===== src/rtl/exc_sequencer.sv =====
// exc_sequencer: CP0 exception/eret sequencer (stall, flush, strobe, fetch redirect).
// Define EXC_PENDING_EN to add a single-entry slot holding a request that arrives mid-sequence.
module exc_sequencer #(
  parameter logic [31:0] HANDLER_ADDR = 32'h00400004,
  parameter int          FLUSH_CYCLES = 2
) (
  input  logic        clk,
  input  logic        rst,
  input  logic        req_syscall,
  input  logic        req_break,
  input  logic        req_teq,
  input  logic [31:0] req_pc,
  input  logic        eret_req,
  input  logic [31:0] status,
  input  logic [31:0] epc_in,
  output logic        exception,
  output logic [3:0]  cause,
  output logic [31:0] exc_pc,
  output logic        eret,
  output logic        stall,
  output logic        flush,
  output logic        redirect_valid,
  output logic [31:0] redirect_pc,
  output logic        busy
);
  typedef enum logic [2:0] {IDLE, FLUSH, ISSUE, HANDLER, ERET} state_t;
  localparam logic [3:0] CNT_INIT = 4'(FLUSH_CYCLES - 1);
  state_t state_q, state_d;
  logic [3:0] cnt_q, cnt_d, cause_q, cause_d, req_cause;
  logic [31:0] pc_q, pc_d, redirect_pc_q, redirect_pc_d;
  logic exception_q, eret_q, stall_q, flush_q, redirect_valid_q, busy_q;
  logic unused_status;
  assign unused_status = ^status[31:4];
`ifdef EXC_PENDING_EN
  logic pend_q, pend_d;
  logic [3:0] pcause_q, pcause_d;
  logic [31:0] ppc_q, ppc_d;
`endif
  // Cause code 0 doubles as "no enabled request".
  always_comb
    req_cause = !status[0]                ? 4'd0 :
                (req_syscall && status[1]) ? 4'b1000 :
                (req_break && status[2])   ? 4'b1001 :
                (req_teq && status[3])     ? 4'b1101 : 4'd0;
  always_comb begin
    state_d = state_q;
    cnt_d = cnt_q;
    cause_d = cause_q;
    pc_d = pc_q;
`ifdef EXC_PENDING_EN
    pend_d = pend_q;
    pcause_d = pcause_q;
    ppc_d = ppc_q;
    if ((state_q == FLUSH || (state_q == HANDLER && !eret_req)) && !pend_q && req_cause != 4'd0) begin
      pend_d = 1'b1;
      pcause_d = req_cause;
      ppc_d = req_pc + 32'd4;
    end
`endif
    case (state_q)
      IDLE: if (req_cause != 4'd0) begin
        state_d = FLUSH;
        cnt_d = CNT_INIT;
        cause_d = req_cause;
        pc_d = req_pc + 32'd4;
      end
      FLUSH: if (cnt_q == 4'd0) state_d = ISSUE; else cnt_d = cnt_q - 4'd1;
      ISSUE: state_d = HANDLER;
      HANDLER: if (eret_req) state_d = ERET;
      ERET: begin
        state_d = IDLE;
`ifdef EXC_PENDING_EN
        if (pend_q) begin
          state_d = FLUSH;
          cnt_d = CNT_INIT;
          cause_d = pcause_q;
          pc_d = ppc_q;
          pend_d = 1'b0;
        end
`endif
      end
      default: state_d = IDLE;
    endcase
    redirect_pc_d = (state_d == ISSUE) ? HANDLER_ADDR : (state_d == ERET) ? epc_in : 32'd0;
  end
  always_ff @(posedge clk) begin
    if (rst) begin
      state_q <= IDLE;
      cnt_q <= '0;
      cause_q <= '0;
      pc_q <= '0;
      exception_q <= 1'b0;
      eret_q <= 1'b0;
      stall_q <= 1'b0;
      flush_q <= 1'b0;
      redirect_valid_q <= 1'b0;
      redirect_pc_q <= '0;
      busy_q <= 1'b0;
`ifdef EXC_PENDING_EN
      pend_q <= 1'b0;
      pcause_q <= '0;
      ppc_q <= '0;
`endif
    end else begin
      state_q <= state_d;
      cnt_q <= cnt_d;
      cause_q <= cause_d;
      pc_q <= pc_d;
      exception_q <= state_d == ISSUE;
      eret_q <= state_d == ERET;
      stall_q <= state_d == FLUSH;
      flush_q <= state_d == FLUSH;
      redirect_valid_q <= state_d == ISSUE || state_d == ERET;
      redirect_pc_q <= redirect_pc_d;
      busy_q <= state_d != IDLE;
`ifdef EXC_PENDING_EN
      pend_q <= pend_d;
      pcause_q <= pcause_d;
      ppc_q <= ppc_d;
`endif
    end
  end
  assign exception = exception_q;
  assign cause = cause_q;
  assign exc_pc = pc_q;
  assign eret = eret_q;
  assign stall = stall_q;
  assign flush = flush_q;
  assign redirect_valid = redirect_valid_q;
  assign redirect_pc = redirect_pc_q;
  assign busy = busy_q;
endmodule


===== config.mk =====
export PLATFORM = sky130hd
export DESIGN_NAME = exc_sequencer
export DESIGN_NICKNAME = d
export VERILOG_FILES = /design/src/rtl/exc_sequencer.sv
export SDC_FILE = /design/constraint.sdc
export NUM_CORES = 1
export LEC_CHECK = 0
export ABC_AREA = 1
export BUFFER_PORTS_ARGS = -buffer_cell sky130_fd_sc_hd__buf_2
export CAP_MARGIN = 10
export CELL_PAD_IN_SITES_DETAIL_PLACEMENT = 0
export CELL_PAD_IN_SITES_GLOBAL_PLACEMENT = 1
export CORE_MARGIN = 2
export CORE_UTILIZATION = 33
export CTS_BUF_LIST = sky130_fd_sc_hd__clkbuf_4 sky130_fd_sc_hd__clkbuf_8 sky130_fd_sc_hd__clkbuf_16
export CTS_CLUSTER_SIZE = 8
export DETAILED_ROUTE_END_ITERATION = 7
export GPL_TIMING_DRIVEN = 0
export HOLD_SLACK_MARGIN = 0.06
export MAX_ROUTING_LAYER = met4
export PLACE_DENSITY = 0.87
export SYNTH_ARGS = -nofsm -noshare
export SYNTH_HDL_FRONTEND = slang
export SYNTH_SLANG_ARGS = --single-unit

===== constraint.sdc =====
create_clock -name clk -period 2.4 [get_ports clk]
set_input_delay 0.24 -clock clk [delete_from_list [all_inputs] [get_ports clk]]
set_output_delay 0.24 -clock clk [all_outputs]
set_load 0.1 [all_outputs]

==> results of run 1 <==
==> power by group through the flow <==
| stage | registers [mW] | logic [mW] | clock network [mW] |
|---|---|---|---|
| after floorplan | 2.08 | 0.312 | 0 |
| after global placement | 1.48 | 1.15 | 0 |
| after CTS | 1.46 | 1.16 | 1.15 |
| after detailed placement | 1.49 | 1.16 | 0 |
| after global routing | 1.47 | 1.23 | 1.22 |
| final | 1.45 | 1.16 | 1.12 |
==> placed cells by master (no fill, tap or decap), types with 2 or more instances in the layout <==
master | netlist | final
bufinv_16 | 0 | 2
nand2_1 | 165 | 165
buf_4 | 4 | 4
xnor2_1 | 3 | 3
buf_2 | 4 | 149
nor2_2 | 2 | 2
nand3_1 | 36 | 36
nor2_1 | 102 | 102
xor2_1 | 8 | 8
inv_2 | 3 | 3
ha_1 | 3 | 3
o21ai_1 | 10 | 10
clkbuf_1 | 5 | 5
clkbuf_8 | 0 | 9
a21oi_1 | 7 | 7
nor2_4 | 2 | 2
nor3_1 | 2 | 2
clkinv_4 | 0 | 2
o21ai_0 | 6 | 6
nor3_2 | 2 | 2
dfxtp_1 | 79 | 79
inv_1 | 76 | 76
nand4_1 | 4 | 4
==> sequential cells by signal, indices dropped and copies added (netlist names), 3 cells and up <==
register	count
cause	3
cnt_q	4
exc_pc	32
redirect_pc	32
state_q	3
==> critical path: stages, from the launching register on <==
cell,delay [ps]
dfxtp_1,370
inv_2,80
nand4_2,130
a21oi_4,330
buf_2,330
nand3_1,170
nand2_1,80
inv_1,30
==> how the worst max path moves through the flow <==
stage            endpoint  startpoint  slack [ps]  depth (start not counted)
2_1_floorplan       stall       flush         800                          1
4_1_cts        exc_pc[22]  state_q[2]         760                          7
3_3_place_gp   exc_pc[20]   req_pc[2]         650                          9
3_5_place_dp   exc_pc[20]   req_pc[2]         650                          9
6_report       exc_pc[24]  state_q[2]         780                          7
5_1_grt        exc_pc[22]  state_q[2]         660                          7
==> layer usage <==
layer / part of all wire [%] / vias up / track usage [%] / routed length [um]
li1: - / 1916 / - / -
met5: 0 / - / - / 0
met3: 4.5 / 10 / 3.45 / 462
met1: 45 / 1609 / 23.2 / 4600
met4: 1.4 / 0 / 5.77 / 139
met2: 49 / 79 / 29.7 / 4960
==> kinds of logic after synthesis <==
kind of cell    Yosys count  share of synthesized area (%)
fa+ha+maj                 3                           1.06
compound gates           26                           4.16
xor+xnor                 11                           2.72
other cells               1                          0.106
simple gates            320                           37.1
flops                    79                           44.6
buf+inv                  92                           10.3
==> area by class of cell <==
| class | count | area [um^2] | share of cell area (%) |
|---|---|---|---|
| Inverter | 79 | 297 | 6.35 |
| Multi-Input combinational cell | 361 | 1600 | 34.3 |
| Clock buffer | 10 | 131 | 2.81 |
| Sequential cell | 79 | 1580 | 33.9 |
| Clock inverter | 6 | 93.8 | 2.01 |
| Tap cell | 136 | 170 | 3.65 |
| Timing Repair Buffer | 145 | 726 | 15.5 |
| Buffer | 13 | 68.8 | 1.47 |
==> metrics, run 1 <==
status complete, no violations; H-tree depth 3; # setup viols final 0; RSZ-0062 raised after global routing no; r2r endpoint exc_pc[24]; IO Count around 180; clock share of power ~30%; setup TNS 0 ps; initial antenna violation count 0; Synth cell types 29; critical path capture point type flop; final-layout fill cell count ~1100; routability congestion estimate from global placement just over 0.9; Vias approximately 3600; sequential area share after synthesis approximately 45%; fin crit share between 60% and 70%; VDD IR max 309 uV; Post-CTS Setup Repair Bufs 0; overall power between 3 and 4 mW; DP Area between 4000 and 5000 um^2; I/O Buffers about 150; Synth-to-Final Area Change 31.6%; routed len/inst ~12 um; vias in the first global route between 3000 and 4000; final instance area roughly 4700 um^2; Hold/Removal Path Class in2reg; asr flop ratio synth 0%; GRT overflow 0; Mapped Cells roughly 530; pwr dens between 700 and 800 nW/um^2; area leader, netlist dfxtp_1; Max Slew Vio Count 0; hold_ws roughly 80 ps; Logic pwr share between 30% and 40%; share of post-route cells with drive strength above 1 26.4%; fin crit period 1620 ps; Initial Utilization between 30% and 40%; hold endpoint exc_pc[1]; total track usage between 10% and 20%; Post-Route WL 10200 um; Fmax between 600 and 700 MHz; cell internal pwr 2.24 mW; drt pass-1 iters 4; largest net degree at the start of global routing 15; worst hold start req_pc[1]; Max-slew headroom between 60% and 70%; Hold Crit Depth 3; Die ar. about 12000 um^2; FF-to-FF path depth 7; Yosys reg bits between 70 and 80; CTS tree done; skew final approximately 8.7 ps; Via density 4.36; Worst Max-Slew Pin Slew 511 ps; Sw Share 40.0%; r2r setup slk between 700 and 800 ps; n_diodes 0; Layout Nets around 790; Setup WS post-layout 779 ps; FP Rows 37; Final Hold Fails 0; Syn Area/Cell around 6.7 um^2; Mapped Area between 3000 and 4000 um^2; Clock Sinks 79; most instantiated library cell after synthesis nand2_1; Worst Path Class, Setup reg2reg; Yosys warnings 0; post-placement cell count between 800 and 900; CTS buffer count 9; Post-Place Setup Slack approximately 650 ps; switching power about 1.5 mW; Setup crit start kind flop; sequential power share about two fifths; antenna-violating nets left 0; worst-path fanout max 10; Yosys top cell area share between 40% and 50%; number of synthesized flops with an enable pin 0; Req. time, crit path between 2000 and 3000 ps; Reg2Reg Launch Point state_q[2]; Critical Path AT around 1900 ps; Root Buffer Master clkbuf_8; max-cap viol count 0; Leak roughly 2.6 nW; 1st-iter DRT viols approximately 180; cts repair resizes 0; CTS Hold Buffers Added 0; height of the die around 110 um; clk slew on worst S/H paths 90 ps; drt drc 0; first-pass GRT wire length approximately 16000 um; core area around 10000 um^2; largest cells by area after synthesis dfxtp_1 (45%), nand2_1 (17%), nor2_1 (11%), inv_1 (8.0%), nand3_1 (5.1%); Layout Cells excl Fill ~830; Layout Utilization 45.0%; main flop type after synthesis dfxtp_1; Commonest cells post-synth nand2_1 (165), nor2_1 (102), dfxtp_1 (79); Die W 108 um; syn nets roughly 640; clock latency on the worst-skew pair approximately 350 ps; DP HPWL approximately 8300 um; CTS max path bufs 2
(Power assumes the default switching activity.)
==> run 2: changes to the inputs <==
==> config.mk (replaced) <==
export PLATFORM = sky130hd
export DESIGN_NAME = exc_sequencer
export DESIGN_NICKNAME = d
export VERILOG_FILES = /design/src/rtl/exc_sequencer.sv
export SDC_FILE = /design/constraint.sdc
export NUM_CORES = 1
export LEC_CHECK = 0
export ABC_AREA = 0
export BUFFER_PORTS_ARGS = -buffer_cell sky130_fd_sc_hd__buf_2
export CAP_MARGIN = 10
export CELL_PAD_IN_SITES_DETAIL_PLACEMENT = 0
export CELL_PAD_IN_SITES_GLOBAL_PLACEMENT = 1
export CORE_MARGIN = 2
export CORE_UTILIZATION = 32
export CTS_BUF_LIST = sky130_fd_sc_hd__clkbuf_4 sky130_fd_sc_hd__clkbuf_8 sky130_fd_sc_hd__clkbuf_16
export CTS_CLUSTER_SIZE = 8
export DETAILED_ROUTE_END_ITERATION = 7
export GPL_TIMING_DRIVEN = 0
export HOLD_SLACK_MARGIN = 0.06
export MAX_ROUTING_LAYER = met4
export PLACE_DENSITY = 0.82
export SYNTH_ARGS = -nofsm -noshare
export SYNTH_HDL_FRONTEND = slang
export SYNTH_SLANG_ARGS = --single-unit
==> constraint.sdc (replaced) <==
create_clock -name clk -period 1.6 [get_ports clk]
set_input_delay 0.16 -clock clk [delete_from_list [all_inputs] [get_ports clk]]
set_output_delay 0.16 -clock clk [all_outputs]
set_load 0.1 [all_outputs]
==> run 2 against run 1 <==
Effect of this change:
- the flow now finishes with violations (negative setup slack)
- sequential power increased by 52%
- critical path type unchanged
- synthesized cell count decreased by 31%
- flip-flop and latch count unchanged
- highest routed layer unchanged
- first-iteration DRC count decreased by 1.7%
- critical path depth unchanged
- critical endpoint is now exc_pc[25]
- via count decreased by 2.9%
- hold slack got worse by 2.7 ps
- clock power increased by 43%
- maximum frequency decreased by 5.1%
- register-to-register slack got worse by 890 ps
==> metrics, run 2 <==
clock latency on the worst-skew pair roughly 360 ps; most instantiated library cell after synthesis dfxtp_1; vias in the first global route around 3400; Commonest cells post-synth dfxtp_1 (79), and2_1 (32), nor2_1 (31); Mapped Area between 3000 and 4000 um^2; Leak 2.31 nW; max-cap viol count 0; syn nets about 470; Critical Path AT ~2000 ps; CTS buffer count 9; Max-slew headroom 45.9%; Setup crit start kind flop; height of the die about 110 um; asr flop ratio synth 0%; routability congestion estimate from global placement about 0.82; Die W around 110 um; Final Hold Fails 0; main flop type after synthesis dfxtp_1; first-pass GRT wire length 16700 um; # setup viols final 36; Clock Sinks 79; Root Buffer Master clkbuf_8; initial antenna violation count 0; IO Count roughly 180; CTS tree done; hold_ws 77.4 ps; skew final around 12 ps; worst-path fanout max 10; share of post-route cells with drive strength above 1 around two fifths; routed len/inst 15.3 um; Max Slew Vio Count 0; Worst Max-Slew Pin Slew 805 ps; most common cell after layout, fill and taps aside buf_2; GRT met1 Usage between 20 and 25%; I/O Buffers approximately 150; overall power ~6 mW; Yosys reg bits 79; drt drc 0; Layout Nets 675; Initial Utilization 32.6%; Die ar. approximately 11000 um^2; RSZ-0062 raised after global routing yes; failing checks negative setup slack; final-layout fill cell count about 940; antenna-violating nets left 0; GRT overflow 0; number of synthesized flops with an enable pin 0; fin crit share 107%; drt pass-1 iters 4; Setup WS post-layout -108 ps; area leader, netlist dfxtp_1; most used routing layer met2; Req. time, crit path around 1900 ps; FP Rows 37; n_diodes 0; VDD IR max about 460 uV; core area ~10000 um^2; Mapped Cells 366; H-tree depth 3; met3 usage 3.56%; Vias between 3000 and 4000; status finished, violations left; critical path capture point type flop; Synth cell types 53; most frequent cells in the layout buf_2 (147), dfxtp_1 (76), dlygate4sd3_1 (37); CTS max path bufs 2; Hold/Removal Path Class in2reg; 1st-iter DRT viols about 170; Via density slightly below 5; Syn Area/Cell 9.12 um^2; Fmax 585 MHz; Post-Route WL 10900 um; fin crit period 1710 ps; largest cells by area after synthesis dfxtp_1 (47%), and2_1 (6.0%), nor2_1 (3.5%), a311oi_1 (3.1%), nand3_1 (2.7%); Yosys top cell area share 47.4%; sequential area share after synthesis approximately 47%; clk slew on worst S/H paths ~90 ps; Synth-to-Final Area Change 56.5%; total track usage ~19%; pwr dens 1120 nW/um^2; Worst Path Class, Setup reg2reg; met2 track utilization from global routing 33.7%; Yosys warnings 0; largest net degree at the start of global routing 17; DP HPWL ~7400 um
## run 2: path summary, 6_finish.rpt
path              startpoint         end  slack [ps]  depth (start not counted)
hold / removal     status[3]    cause[2]          80                          3
hold reg to reg    exc_pc[0]   exc_pc[0]         460                          2
setup / recovery  state_q[2]  exc_pc[25]        -110                          7
setup reg to reg  state_q[2]  exc_pc[25]        -110                          7
## run 2: metal layers
metal	wire length, um	up-vias
li1	-	1736
met1	4560	1656
met2	5600	107
met3	581	10
met4	137	0
met5	0	-
## run 2: critical path, cell delays in order, from the launching register on
cell       delay (ps)
dfxtp_4           350
or4b_4            560
nor2_4            120
buf_12            150
buf_12            140
buf_8             140
o2111ai_1         100
nand3_1            90
## run 2: area by class of cell
class	instances	area (um^2)	area share [%]
clock buffer	9	124	2.37
multi-input combinational	253	1800	34.4
buffer	23	179	3.42
tap	136	170	3.26
inverter	10	37.5	0.718
sequential	79	1590	30.4
timing repair buffer	194	1240	23.7
clock inverter	7	86.3	1.65
## run 2: cell families (layout without fill, tap and decap cells)
group / Yosys count / after routing / synth area share [%]
buf+inv: 34 / 243 / 4.68
flops: 79 / 79 / 47.4
simple gates: 171 / 171 / 28.9
mux: 1 / 1 / 0.300
compound gates: 64 / 64 / 14.2
fa+ha+maj: 3 / 3 / 1.12
xor+xnor: 13 / 13 / 3.41
other cells: 1 / 1 / 0.112
## run 2: timing repair
item,CTS,global route
hold buffers,37,0
gates resized for setup,27,41
pin swaps,6,20
setup buffers,7,2
hold endpoints to repair,36,0
gates cloned,2,1
setup endpoints to repair,77,70
## run 2: metrics by stage
stage / TNS [ps] / setup WS, ps / util, % / area (um^2) / cells
floorplan: -30.0 / -21.7 / - / 3380 / 366
detailed placement: -23560 / -518 / 41.8 / 4280 / 647
global route: -3310 / -138 / 51.1 / 5230 / 711
CTS: -5570 / -135 / 49.2 / 5030 / 708
global placement: -21660 / -501 / 41.8 / 4280 / 647
finish: -2050 / -108 / 51.1 / 5230 / 711
## run 2: power breakdown
group	total [mW]	internal, mW	switching (mW)
Sequential	2.20	2.11	0.0890
Clock	1.60	0.757	0.844
Combinational	2.05	0.580	1.47
